`config.mk`:
```
export PLATFORM = sky130hd
export DESIGN_NAME = serial_rx_8b
export DESIGN_NICKNAME = d
export VERILOG_FILES = /design/src/rtl/serial_rx_8b.sv
export SDC_FILE = /design/constraint.sdc
export NUM_CORES = 1
export LEC_CHECK = 0
export BUFFER_PORTS_ARGS = -buffer_cell sky130_fd_sc_hd__buf_2
export CAP_MARGIN = 20
export CORE_MARGIN = 8
export CORE_UTILIZATION = 56
export CTS_CLUSTER_DIAMETER = 120
export CTS_CLUSTER_SIZE = 28
export DETAILED_ROUTE_END_ITERATION = 7
export GPL_ROUTABILITY_DRIVEN = 1
export PLACE_DENSITY = 0.73
export SYNTH_ARGS = -nofsm -noshare
export SYNTH_HDL_FRONTEND = slang
export SYNTH_SLANG_ARGS = --single-unit
export TNS_END_PERCENT = 100
```
`constraint.sdc`:
```
create_clock -name clock -period 2.4 [get_ports clock]
set_input_delay 0.48 -clock clock [delete_from_list [all_inputs] [get_ports clock]]
set_output_delay 0.48 -clock clock [all_outputs]
set_load 0.02 [all_outputs]
```
`src/rtl/serial_rx_8b.sv`:
```
// serial_rx_8b: receive end of the bit-banged serial port.
// Deserialises an idle-high line (1 start bit, 8 data bits LSB first,
// 1 stop bit, CLKS_PER_BIT clocks per bit) into bytes. The received byte is
// held in a one-entry buffer with a valid/ack handshake toward the host.
module serial_rx_8b #(
  parameter int unsigned CLKS_PER_BIT = 4
) (
  input  logic       clock,
  input  logic       nclear,
  input  logic       serial_in,
  input  logic       rd_ack,
  output logic [7:0] data_out,
  output logic       data_valid,
  output logic       frame_err,
  output logic       overrun,
  output logic       busy
);

  localparam int unsigned HALF = CLKS_PER_BIT / 2;
  localparam int unsigned CW   = (CLKS_PER_BIT > 2) ? $clog2(CLKS_PER_BIT) : 1;

  localparam logic [CW-1:0] HALF_LAST = CW'(HALF - 1);
  localparam logic [CW-1:0] BIT_LAST  = CW'(CLKS_PER_BIT - 1);

  // Encodings kept identical to the legacy localparam values.
  typedef enum logic [2:0] {
    IDLE      = 3'd0,
    START     = 3'd1,
    DATA      = 3'd2,
    STOP      = 3'd3,
    WAIT_IDLE = 3'd4
  } state_t;

  state_t          state;
  logic [CW-1:0]   cnt;
  logic [2:0]      bit_idx;
  logic [7:0]      shift_reg;
  logic            byte_done;
  logic            s_meta;
  logic            s_sync;
  logic            bit_sample;
  logic            stop_bad;

  assign bit_sample = (cnt == BIT_LAST);
  assign stop_bad   = (state == STOP) && bit_sample && !s_sync;
  assign busy       = (state != IDLE);

  // Two-flop synchroniser, preset to the idle level so release of reset
  // never looks like a start bit.
  always_ff @(posedge clock or negedge nclear) begin
    if (!nclear) begin
      s_meta <= 1'b1;
      s_sync <= 1'b1;
    end else begin
      s_meta <= serial_in;
      s_sync <= s_meta;
    end
  end

  // Frame FSM: start validation at mid-bit, data/stop sampling one bit apart.
  always_ff @(posedge clock or negedge nclear) begin
    if (!nclear) begin
      state     <= IDLE;
      cnt       <= '0;
      bit_idx   <= '0;
      shift_reg <= '0;
      byte_done <= 1'b0;
    end else begin
      byte_done <= 1'b0;
      case (state)
        IDLE: begin
          cnt <= '0;
          if (!s_sync) state <= START;
        end
        START: begin
          if (cnt == HALF_LAST) begin
            cnt <= '0;
            if (s_sync) begin
              state <= IDLE;
            end else begin
              state   <= DATA;
              bit_idx <= '0;
            end
          end else begin
            cnt <= cnt + CW'(1);
          end
        end
        DATA: begin
          if (bit_sample) begin
            cnt                <= '0;
            shift_reg[bit_idx] <= s_sync;
            if (bit_idx == 3'd7) state <= STOP;
            else                 bit_idx <= bit_idx + 3'd1;
          end else begin
            cnt <= cnt + CW'(1);
          end
        end
        STOP: begin
          if (bit_sample) begin
            cnt <= '0;
            if (s_sync) begin
              byte_done <= 1'b1;
              state     <= IDLE;
            end else begin
              state <= WAIT_IDLE;
            end
          end else begin
            cnt <= cnt + CW'(1);
          end
        end
        WAIT_IDLE: begin
          cnt <= '0;
          if (s_sync) state <= IDLE;
        end
        default: begin
          cnt   <= '0;
          state <= IDLE;
        end
      endcase
    end
  end

  // Host buffer: deliver completed byte one clock after the stop sample,
  // drop it (and flag overrun) if the previous byte is still unacknowledged.
  always_ff @(posedge clock or negedge nclear) begin
    if (!nclear) begin
      data_out   <= 8'h00;
      data_valid <= 1'b0;
      overrun    <= 1'b0;
    end else if (byte_done) begin
      if (!data_valid || rd_ack) begin
        data_out   <= shift_reg;
        data_valid <= 1'b1;
        if (rd_ack) overrun <= 1'b0;
      end else begin
        overrun <= 1'b1;
      end
    end else if (rd_ack) begin
      data_valid <= 1'b0;
      overrun    <= 1'b0;
    end
  end

  // Sticky framing error; a new error wins over a simultaneous acknowledge.
  always_ff @(posedge clock or negedge nclear) begin
    if (!nclear)      frame_err <= 1'b0;
    else if (stop_bad) frame_err <= 1'b1;
    else if (rd_ack)   frame_err <= 1'b0;
  end

endmodule

```
==> run_results.csv <==
group,metric,value,unit
run_status,status,"finished, final reports clean",
grt,grt_usage,0.119,
clocking,numCtsBuffers,5,
synthesis,synthCells,108,
layout,drive_gt1_frac,0.333,
worst_setup_path,reg2regPathDepth,5,
synthesis,synthTopCellsByArea,"dfrtp_1 52%, mux2_2 11%, ha_1 4.6%",
clocking,cts_tree,"built",
sta,finalHoldViolCount,0,
routing,m1WireLength,996,um
clocking,cts_resized,0,
worst_setup_path,cp-start-kind,"flip-flop",
power,powerDensity,913,nW/um^2
floorplan,start_util,0.599,
routing,via_count,879,
layout,fin_nets,134,
routing,routed-wl-met3,116,um
floorplan,die_width,65.1,um
synthesis,synthTopCellsByCount,"28 x dfrtp_1, 13 x mux2_2, 6 x inv_1",
power,finalPower,0.00137,W
sta,finalCritPeriodShare,0.791,
worst_setup_path,crit_type,"reg2out",
worst_setup_path,cp-end-kind,"output pin",
worst_setup_path,cp_cell_sequence,"or3_1, buf_2",
grt,grt_max_degree,31,
floorplan,coreArea,2250,sq um
synthesis,syn_area,1350,sq um
layout,num_antenna_cells,0,
routing,top_layer,"met4",
clocking,clock_latency,0.33,ns
synthesis,synthFlopType,"dfrtp_1",
layout,fill_cells,173,
sta,setup_slack,0.502,ns
worst_setup_path,r2r-start,"bit_idx[1]$_DFFE_PN0P_",
synthesis,ys_warn_count,0,
clocking,path_clk_slew,0.09,ns
worst_setup_path,slowest_delay,0.52,ns
worst_setup_path,required,1.92,ns
sta,setup-violations-final,0,
grt,grt_pass1_vias,840,
sta,min_period,1.90,ns
routing,wirelength,2.29,mm
clocking,hold_buffers,0,
synthesis,synth-seq-cells,30,
layout,synthToLayoutAreaGrowth,11.4,%
routing,wire_per_inst,14.9,um
routing,firstDrtPassIters,4,
synthesis,ys_seq_area_frac,0.558,
routing,avgViaCountPerCell,5.71,
clocking,clock-sinks,30,
sta,fin_tns_setup,0,ns
worst_setup_path,worstPathArrival,1.42,ns
clocking,cts_setup_buffers,0,
worst_setup_path,critical_path_cell_count,2,
routing,wl_met2,1.09,mm
worst_setup_path,crit_buf_inv,1,
floorplan,rows,17,
power,p_leak,0.737,nW
synthesis,yosysUniqueCellTypes,30,
run,drv_cap,0,
synthesis,post-synth-top-count-cell,"dfrtp_1",
sta,skew,0.00819,ns
placed_design,gp_congestion,0.819,
sta,slew_headroom,0.576,
grt,grt_pass1_wl,3.84,mm
clocking,htreeDepth,2,
sta,worst_pin_slew,0.637,ns
power,ir_drop,0.823,mV
sta,maxSlewViolCount,0,
synthesis,synth_top_area_share,0.519,
floorplan,die-area,4240,sq um
synthesis,synth-edff-count,0,
synthesis,synth_top_area_cell,"dfrtp_1",
sta,rsz0062_at_grt,"no",
worst_setup_path,cp_top_family,"flip-flops",
floorplan,die_h,65.1,um
placed_design,io_buffers,15,
synthesis,syn_area_per_cell,12.5,sq um
sta,max_freq,527,MHz
routing,postRouteAntennaNets,0,
worst_setup_path,worstSetupStartpoint,"state[0]$_DFFE_PN0P_",
placed_design,pre_cts_ws,0.569,ns
worst_setup_path,slowest_stage,"dfrtp_1",
synthesis,syn_nets,117,
synthesis,async_flop_share,1.00,
clocking,clockBufferDepth,2,
floorplan,num_io_pins,16,
worst_setup_path,critPathMaxFanout,13,
hold_path,hold_path.class,"in2async",
routing,drc,0,
grt,antenna_found_initial,0,
routing,drtIter0Drc,14,
placed_design,dp_hpwl,1.65,mm
clocking,root_buffer,"clkbuf_4",
grt,grt_overflow,0,
[area by class of cell]
cell class	instances	area, sq um	area share
multi-input cells	67	539	0.359
clock buffers	8	78.8	0.0524
repair buffers	15	75.1	0.0499
flip-flops and latches	30	753	0.501
inverters	6	22.5	0.0150
well taps	28	35.0	0.0233
[stage by stage]
step / instance area (sq um) / std cells / util / hold WS (ns)
finish: 1500 / 154 / 0.667 / 0.171
global route: 1500 / 154 / 0.667 / 0.214
CTS: 1500 / 154 / 0.667 / 0.179
detailed placement: 1430 / 146 / 0.632 / 0.352
global placement: 1430 / 146 / 0.632 / 0.346
floorplan: 1350 / 108 / - / 0.184
[worst reg2reg max path: cells and delay by family (launching register included)]
family / cells / cell delay (ns)
mux: 1 / 0.32
compound gates: 1 / 0.23
fa+ha+maj: 2 / 0.44
flops: 1 / 0.48
simple gates: 1 / 0.29
[cells by family after synthesis]
group                      after synthesis  share of synthesized area
AOI/OAI and AO/OA                       16                     0.0760
DFF                                     30                      0.558
buffers and inverters                   11                     0.0426
and+or+nand+nor                         31                      0.144
muxes                                   15                      0.133
adders and majority gates                5                     0.0463
[report_power, final]
group	switching [W]	internal (W)	leakage [nW]
clock	0.000165	0.000200	0.0446
sequential	0.000102	0.000577	0.403
combinational	0.000166	0.000164	0.289
[final timing paths]
path | to | slack [ns]
worst max-delay path | busy | 0.50
worst min-delay path | shift_reg[1]$_DFFE_PN0P_ | 0.17
worst max register to register | bit_idx[0]$_DFFE_PN0P_ | 0.54
worst min register to register | s_sync$_DFF_PN1_ | 0.37
max in group asynchronous | frame_err$_DFFE_PN0P_ | 1.82
min in group clock | s_meta$_DFF_PN1_ | 0.24
[cells in the final DEF, fill, tap and decap left out, types with 3 or more instances in the layout]
cell type  instances
o21ai_0            4
clkbuf_4           5
buf_2             15
ha_1               5
clkbuf_8           3
a21oi_1            4
dfrtp_1           28
o31ai_1            4
nor2_1             5
mux2_2            13
nor3_1             3
nand2_1            5
nand2b_1           5
inv_1              6
[layer usage]
layer | vias up | global-route usage
li1 | 425 | -
met2 | 16 | 0.186
met4 | 0 | 0.0926
met3 | 10 | 0.0424
met5 | - | 0
met1 | 428 | 0.128
Note: power is estimated with default switching activity, not from simulation.
